File: src/rtl/codificador_varredura_if.sv
// Handshake and status bundle for the 8-to-3 row encoder.
// The bench or upstream logic uses the master side; the encoder uses the slave side.
interface codificador_varredura_if;
  logic       nen;
  logic       load;
  logic [7:0] row_req;
  logic       out_ready;
  logic       out_valid;
  logic [2:0] addr;
  logic       busy;
  logic [3:0] count;

  modport master (
    output nen, load, row_req, out_ready,
    input  out_valid, addr, busy, count
  );

  modport slave (
    input  nen, load, row_req, out_ready,
    output out_valid, addr, busy, count
  );
endinterface

File: src/rtl/codificador_varredura.sv
// Sequential 8-to-3 row encoder: captures a row-select vector and emits the
// address (k+1) mod 8 of each set bit, lowest bit first, over valid/ready.
module codificador_varredura (
  input  logic                   clk,
  input  logic                   rst_n,
  codificador_varredura_if.slave vr
);

  localparam logic [0:0] ST_IDLE  = 1'b0;
  localparam logic [0:0] ST_SERVE = 1'b1;

  logic [0:0] state_r;
  logic [0:0] state_s;
  logic [7:0] pend_r;
  logic [7:0] pend_s;
  logic [7:0] pend_left_s;
  logic       out_valid_r;
  logic       out_valid_s;
  logic [2:0] addr_r;
  logic [2:0] addr_s;
  logic       busy_r;
  logic [3:0] count_r;
  logic [3:0] count_s;
  logic       xfer_s;

  // Address of the lowest set bit; bit 7 wraps to address 0 through truncation.
  function automatic logic [2:0] code_lowest(input logic [7:0] v);
    logic [2:0] idx;
    idx = 3'd0;
    for (int i = 7; i >= 0; i--) begin
      if (v[i]) begin
        idx = 3'(i);
      end else begin
        idx = idx;
      end
    end
    return idx + 3'd1;
  endfunction

  // Next-state logic for capture, transfer, pause and resume.
  always_comb begin
    state_s     = state_r;
    pend_s      = pend_r;
    out_valid_s = out_valid_r;
    addr_s      = addr_r;
    count_s     = count_r;
    xfer_s      = out_valid_r & vr.out_ready;
    // The presented word is always the lowest pending bit, so clearing it is pend & (pend-1).
    pend_left_s = pend_r & (pend_r - 8'd1);

    case (state_r)
      ST_IDLE: begin
        if (vr.load && !vr.nen) begin
          pend_s  = vr.row_req;
          count_s = 4'd0;
          if (vr.row_req != 8'd0) begin
            state_s     = ST_SERVE;
            out_valid_s = 1'b1;
            addr_s      = code_lowest(vr.row_req);
          end else begin
            state_s = ST_IDLE;
          end
        end else begin
          state_s = ST_IDLE;
        end
      end
      ST_SERVE: begin
        if (xfer_s) begin
          pend_s  = pend_left_s;
          count_s = (count_r == 4'd8) ? count_r : count_r + 4'd1;
          if (pend_left_s == 8'd0) begin
            state_s     = ST_IDLE;
            out_valid_s = 1'b0;
          end else if (!vr.nen) begin
            out_valid_s = 1'b1;
            addr_s      = code_lowest(pend_left_s);
          end else begin
            out_valid_s = 1'b0;
          end
        end else if (!out_valid_r && !vr.nen && (pend_r != 8'd0)) begin
          out_valid_s = 1'b1;
          addr_s      = code_lowest(pend_r);
        end else begin
          out_valid_s = out_valid_r;
        end
      end
      default: begin
        state_s     = ST_IDLE;
        pend_s      = 8'd0;
        out_valid_s = 1'b0;
      end
    endcase
  end

  // State and output registers; reset discards any pending word.
  always_ff @(posedge clk or negedge rst_n) begin
    if (!rst_n) begin
      state_r     <= ST_IDLE;
      pend_r      <= 8'd0;
      out_valid_r <= 1'b0;
      addr_r      <= 3'd0;
      busy_r      <= 1'b0;
      count_r     <= 4'd0;
    end else begin
      state_r     <= state_s;
      pend_r      <= pend_s;
      out_valid_r <= out_valid_s;
      addr_r      <= addr_s;
      busy_r      <= (state_s == ST_SERVE);
      count_r     <= count_s;
    end
  end

  assign vr.out_valid = out_valid_r;
  assign vr.addr      = addr_r;
  assign vr.busy      = busy_r;
  assign vr.count     = count_r;

endmodule

File: src/flat_wrapper.sv
// flat-port wrapper written by rule: the top's interface ports become plain ports
module codificador_varredura_flat 
  (clk, rst_n, vr_nen, vr_load, vr_row_req, vr_out_ready, vr_out_valid, vr_addr, vr_busy, vr_count);
  codificador_varredura_if vr_i ();
  input  logic clk;
  input  logic rst_n;
  input wire logic [$bits(vr_i.nen)-1:0] vr_nen;
  input wire logic [$bits(vr_i.load)-1:0] vr_load;
  input wire logic [$bits(vr_i.row_req)-1:0] vr_row_req;
  input wire logic [$bits(vr_i.out_ready)-1:0] vr_out_ready;
  output wire logic [$bits(vr_i.out_valid)-1:0] vr_out_valid;
  output wire logic [$bits(vr_i.addr)-1:0] vr_addr;
  output wire logic [$bits(vr_i.busy)-1:0] vr_busy;
  output wire logic [$bits(vr_i.count)-1:0] vr_count;
  assign vr_i.nen = vr_nen;
  assign vr_i.load = vr_load;
  assign vr_i.row_req = vr_row_req;
  assign vr_i.out_ready = vr_out_ready;
  assign vr_out_valid = vr_i.out_valid;
  assign vr_addr = vr_i.addr;
  assign vr_busy = vr_i.busy;
  assign vr_count = vr_i.count;
  codificador_varredura u_core (.clk(clk), .rst_n(rst_n), .vr(vr_i));
endmodule
File: config.mk
export PLATFORM = sky130hd
export DESIGN_NAME = codificador_varredura_flat
export DESIGN_NICKNAME = d
export VERILOG_FILES = /design/src/rtl/codificador_varredura_if.sv /design/src/rtl/codificador_varredura.sv /design/src/flat_wrapper.sv
export SDC_FILE = /design/constraint.sdc
export NUM_CORES = 1
export LEC_CHECK = 0
export ABC_AREA = 0
export CAP_MARGIN = 15
export CORE_MARGIN = 3
export CORE_UTILIZATION = 56
export CTS_BUF_LIST = sky130_fd_sc_hd__clkbuf_8 sky130_fd_sc_hd__clkbuf_16
export DETAILED_ROUTE_END_ITERATION = 6
export HOLD_SLACK_MARGIN = 0.1
export PLACE_DENSITY_LB_ADDON = 0.05
export RECOVER_POWER = 100
export SYNTH_ARGS = -nofsm -noshare
export SYNTH_HDL_FRONTEND = slang
export SYNTH_SLANG_ARGS = --single-unit
File: constraint.sdc
create_clock -name clk -period 4.19 [get_ports clk]
set_input_delay 0.419 -clock clk [delete_from_list [all_inputs] [get_ports clk]]
set_output_delay 0.419 -clock clk [all_outputs]
set_load 0.02 [all_outputs]
==> results.ini <==
[critical_path]
startpoint_type = register
worstSetupEndpointType = register
r2r-start = u_core.pend_r[0]$_DFFE_PN0P_
path_max_fanout = 13
reg2reg_to = u_core.vr.addr[1]$_DFFE_PN0P_
worstPathArrival_ps = 2880
r2r_slack_ps = 1430
path_class = reg2reg
cp.required_ps = 4310
reg2regPathDepth = 6

[sta]
timing.slew.headroom_pct = 46.67
rsz0062_at_grt = no
slew_violations = 0
layout_min_cycle_time_ps = 2760
finalSetupViolations = 0
hold_violations = 0
whs_ps = 502.6
fin_setup_tns_ps = 0
fin_skew_ps = 2.458
max_freq_ghz = 0.3623
period_share_pct = 65.87
setup_slack_ps = 1430
worst_pin_slew_ps = 797.4

[synthesis]
synth-simple-area-share_pct = 21.51
synthMuxAreaShare_pct = 3.187
synth_ff_type = dfrtp_1
synthAdderAreaFrac_pct = 2.988
synthXorXnorAreaFrac_pct = 2.789
yosysWarnings = 0
ys_async_sr_fraction_pct = 100.0
ys_ff_latch = 17
synth_top_family_by_area = compound AO/OA/AOI/OAI gates
syn_area_per_cell_um2 = 8.265
synth_nets = 168
synth_compound_area_share_pct = 29.18
syn_area_mm2 = 0.001256
synth-edff-count = 0
synth_cell_types = 43
synthCells = 152
yosysSeqAreaShare_pct = 33.86

[detailed_routing]
route.met2.wl_mm = 1.345
routedWlPerCell_um = 15.52
routed_wl_mm = 2.965
drc = 0
vias = 1184
wl_met3_um = 164
drt_iter0_drc = 26
antenna_left = 0
dr.max_layer_used = met4
wl_met1_mm = 1.431
firstDrtPassIters = 4
routed_via_density = 6.199

[flow_run]
cap_violations = 0

[power]
power.share.clock_pct = 10.9
seqPwrFrac_pct = 35.2
p_int_uw = 594.7
sw_frac_of_total_pct = 46.44
power.switching_uw = 515.7
powerDensity_mw_per_mm2 = 754.7
pwr-share-comb_pct = 54.0
ir_drop_mv = 0.4528
leakagePower_uw = 0.0006187

[placement]
hpwl_mm = 2.152
place_ws_ps = 1514
place.gp.congestion = 0.9147
dpl-instance-area_mm2 = 0.001441
portBuffers = 21

[floorplan]
start_util_pct = 61.52
die-area_mm2 = 0.002847
core_area_mm2 = 0.002042
die_width_um = 53.36
row_count = 16
die_h_um = 53.36
ioPinCount = 22

[cells_and_area]
final_common_cell = dfrtp_1
drive_gt1_share_pct = 4.878
n_antenna_cell = 0
fin_nets = 181
layout_common_cells = 17 x dfrtp_1, 15 x o21ai_0, 14 x nor2_1
fin_area_mm2 = 0.001471
area_delta_synth_final_pct = 17.13

[min_path]
hold_path_depth = 1
worstHoldStart = u_core.vr.addr[2]$_DFFE_PN0P_
hold_path_class = reg2reg
holdPathEnd = u_core.vr.addr[2]$_DFFE_PN0P_

[global_routing]
grt_pass1_vias = 1082
overflow = 0
grt_pass1_wl_mm = 5.023
grt.total_usage_pct = 24.09
grt_max_degree = 20
grt_antenna_before_repair = 0

[clocking]
cts_tree = done
cts_made_buffers = 3
clockBufferDepth = 2
path_clk_slew_ps = 70
cts_num_sinks = 17
postCtsHoldBufs = 0
cts_htree_levels = 1
clock_latency_ps = 250
cts_setup_buffers = 0
cts_resized = 0
root_buffer = clkbuf_8

[status]
outcome = finished clean

==> flip-flops by register name, summed over array words and instances (netlist names) <==
signal,flops
u_core.vr.out_valid,1
u_core.state_r,1
u_core.vr.count,4
u_core.vr.addr,3
u_core.pend_r,8
==> per-stage QoR <==
step | util, % | total power (uW) | std cells
final | 72.06 | 1110 | 191
after global placement | 70.59 | 1010 | 187
after detailed placement | 70.59 | 1025 | 187
after floorplan | - | 862.4 | 152
after global routing | 72.06 | 1208 | 191
after CTS | 72.79 | 1152 | 191
==> synthesized netlist by cell type (all sizes together) (2+ instances only) <==
cell type | n | area share [%]
nor2 | 14 | 4.2
a22o | 4 | 2.8
xnor2 | 2 | 1.4
or3 | 2 | 1.0
inv | 6 | 1.8
clkbuf | 10 | 3.0
mux2 | 2 | 2.4
nand3 | 6 | 2.4
nand2b | 3 | 1.5
nand4 | 2 | 1.0
a21oi | 9 | 4.2
a21o | 4 | 2.5
a21boi | 2 | 1.2
xor2 | 2 | 1.4
a211o | 2 | 1.5
o21a | 6 | 4.2
a211oi | 3 | 1.8
and3 | 2 | 1.0
dfrtp | 17 | 34
o22ai | 3 | 1.5
ha | 3 | 3.0
buf | 3 | 1.7
o21ai | 15 | 6.0
or2 | 2 | 1.0
nor3 | 6 | 2.4
nor4 | 4 | 2.0
nand2 | 7 | 2.1
==> power by group through the flow <==
stage	Combinational, uW	Sequential [uW]	Clock, uW
2_1_floorplan	537	325	0
3_3_place_gp	629	381	0
3_5_place_dp	638	387	0
4_1_cts	642	384	126
5_1_grt	669	405	134
6_report	599	391	121
==> routing by layer <==
metal	track usage, %	vias up
li1	-	581
met1	34.20	562
met2	36.33	37
met3	4.789	4
met4	7.234	0
met5	0	-
==> area by class of cell <==
class                           count  area (um^2)
Multi-Input combinational cell    116        734.5
Fill cell                         161        570.5
Sequential cell                    17        425.4
Timing Repair Buffer               21        210.2
Clock buffer                        3        41.29
Tap cell                           27        33.78
Inverter                            6        22.52
Clock inverter                      1        3.754
==> worst max path at each step <==
stage / start / endpoint / slack (ps) / depth (start not counted)
floorplan: u_core.pend_r[3]$_DFFE_PN0P_ / u_core.vr.addr[1]$_DFFE_PN0P_ / 1800 / 8
global placement: u_core.pend_r[0]$_DFFE_PN0P_ / u_core.vr.addr[1]$_DFFE_PN0P_ / 1600 / 7
detailed placement: vr_out_ready / u_core.vr.addr[2]$_DFFE_PN0P_ / 1510 / 9
CTS: u_core.pend_r[0]$_DFFE_PN0P_ / u_core.vr.addr[1]$_DFFE_PN0P_ / 1530 / 7
global route: u_core.pend_r[0]$_DFFE_PN0P_ / u_core.vr.addr[2]$_DFFE_PN0P_ / 1360 / 8
finish: u_core.pend_r[0]$_DFFE_PN0P_ / u_core.vr.addr[1]$_DFFE_PN0P_ / 1430 / 6
==> critical path, cell delays in order, from the launching register on <==
cell and delay, ps:
dfrtp_1 530, or4_1 700, a2111o_1 490, a21oi_1 240, a21oi_1 120, o21a_4 230, mux2_1 330
==> logic make-up after synthesis <==
logic type / count (synthesis)
buf+inv: 19
flops: 17
mux: 3
xor+xnor: 4
compound gates: 53
simple gates: 53
fa+ha+maj: 3
Power figures use the tool's default switching activity.
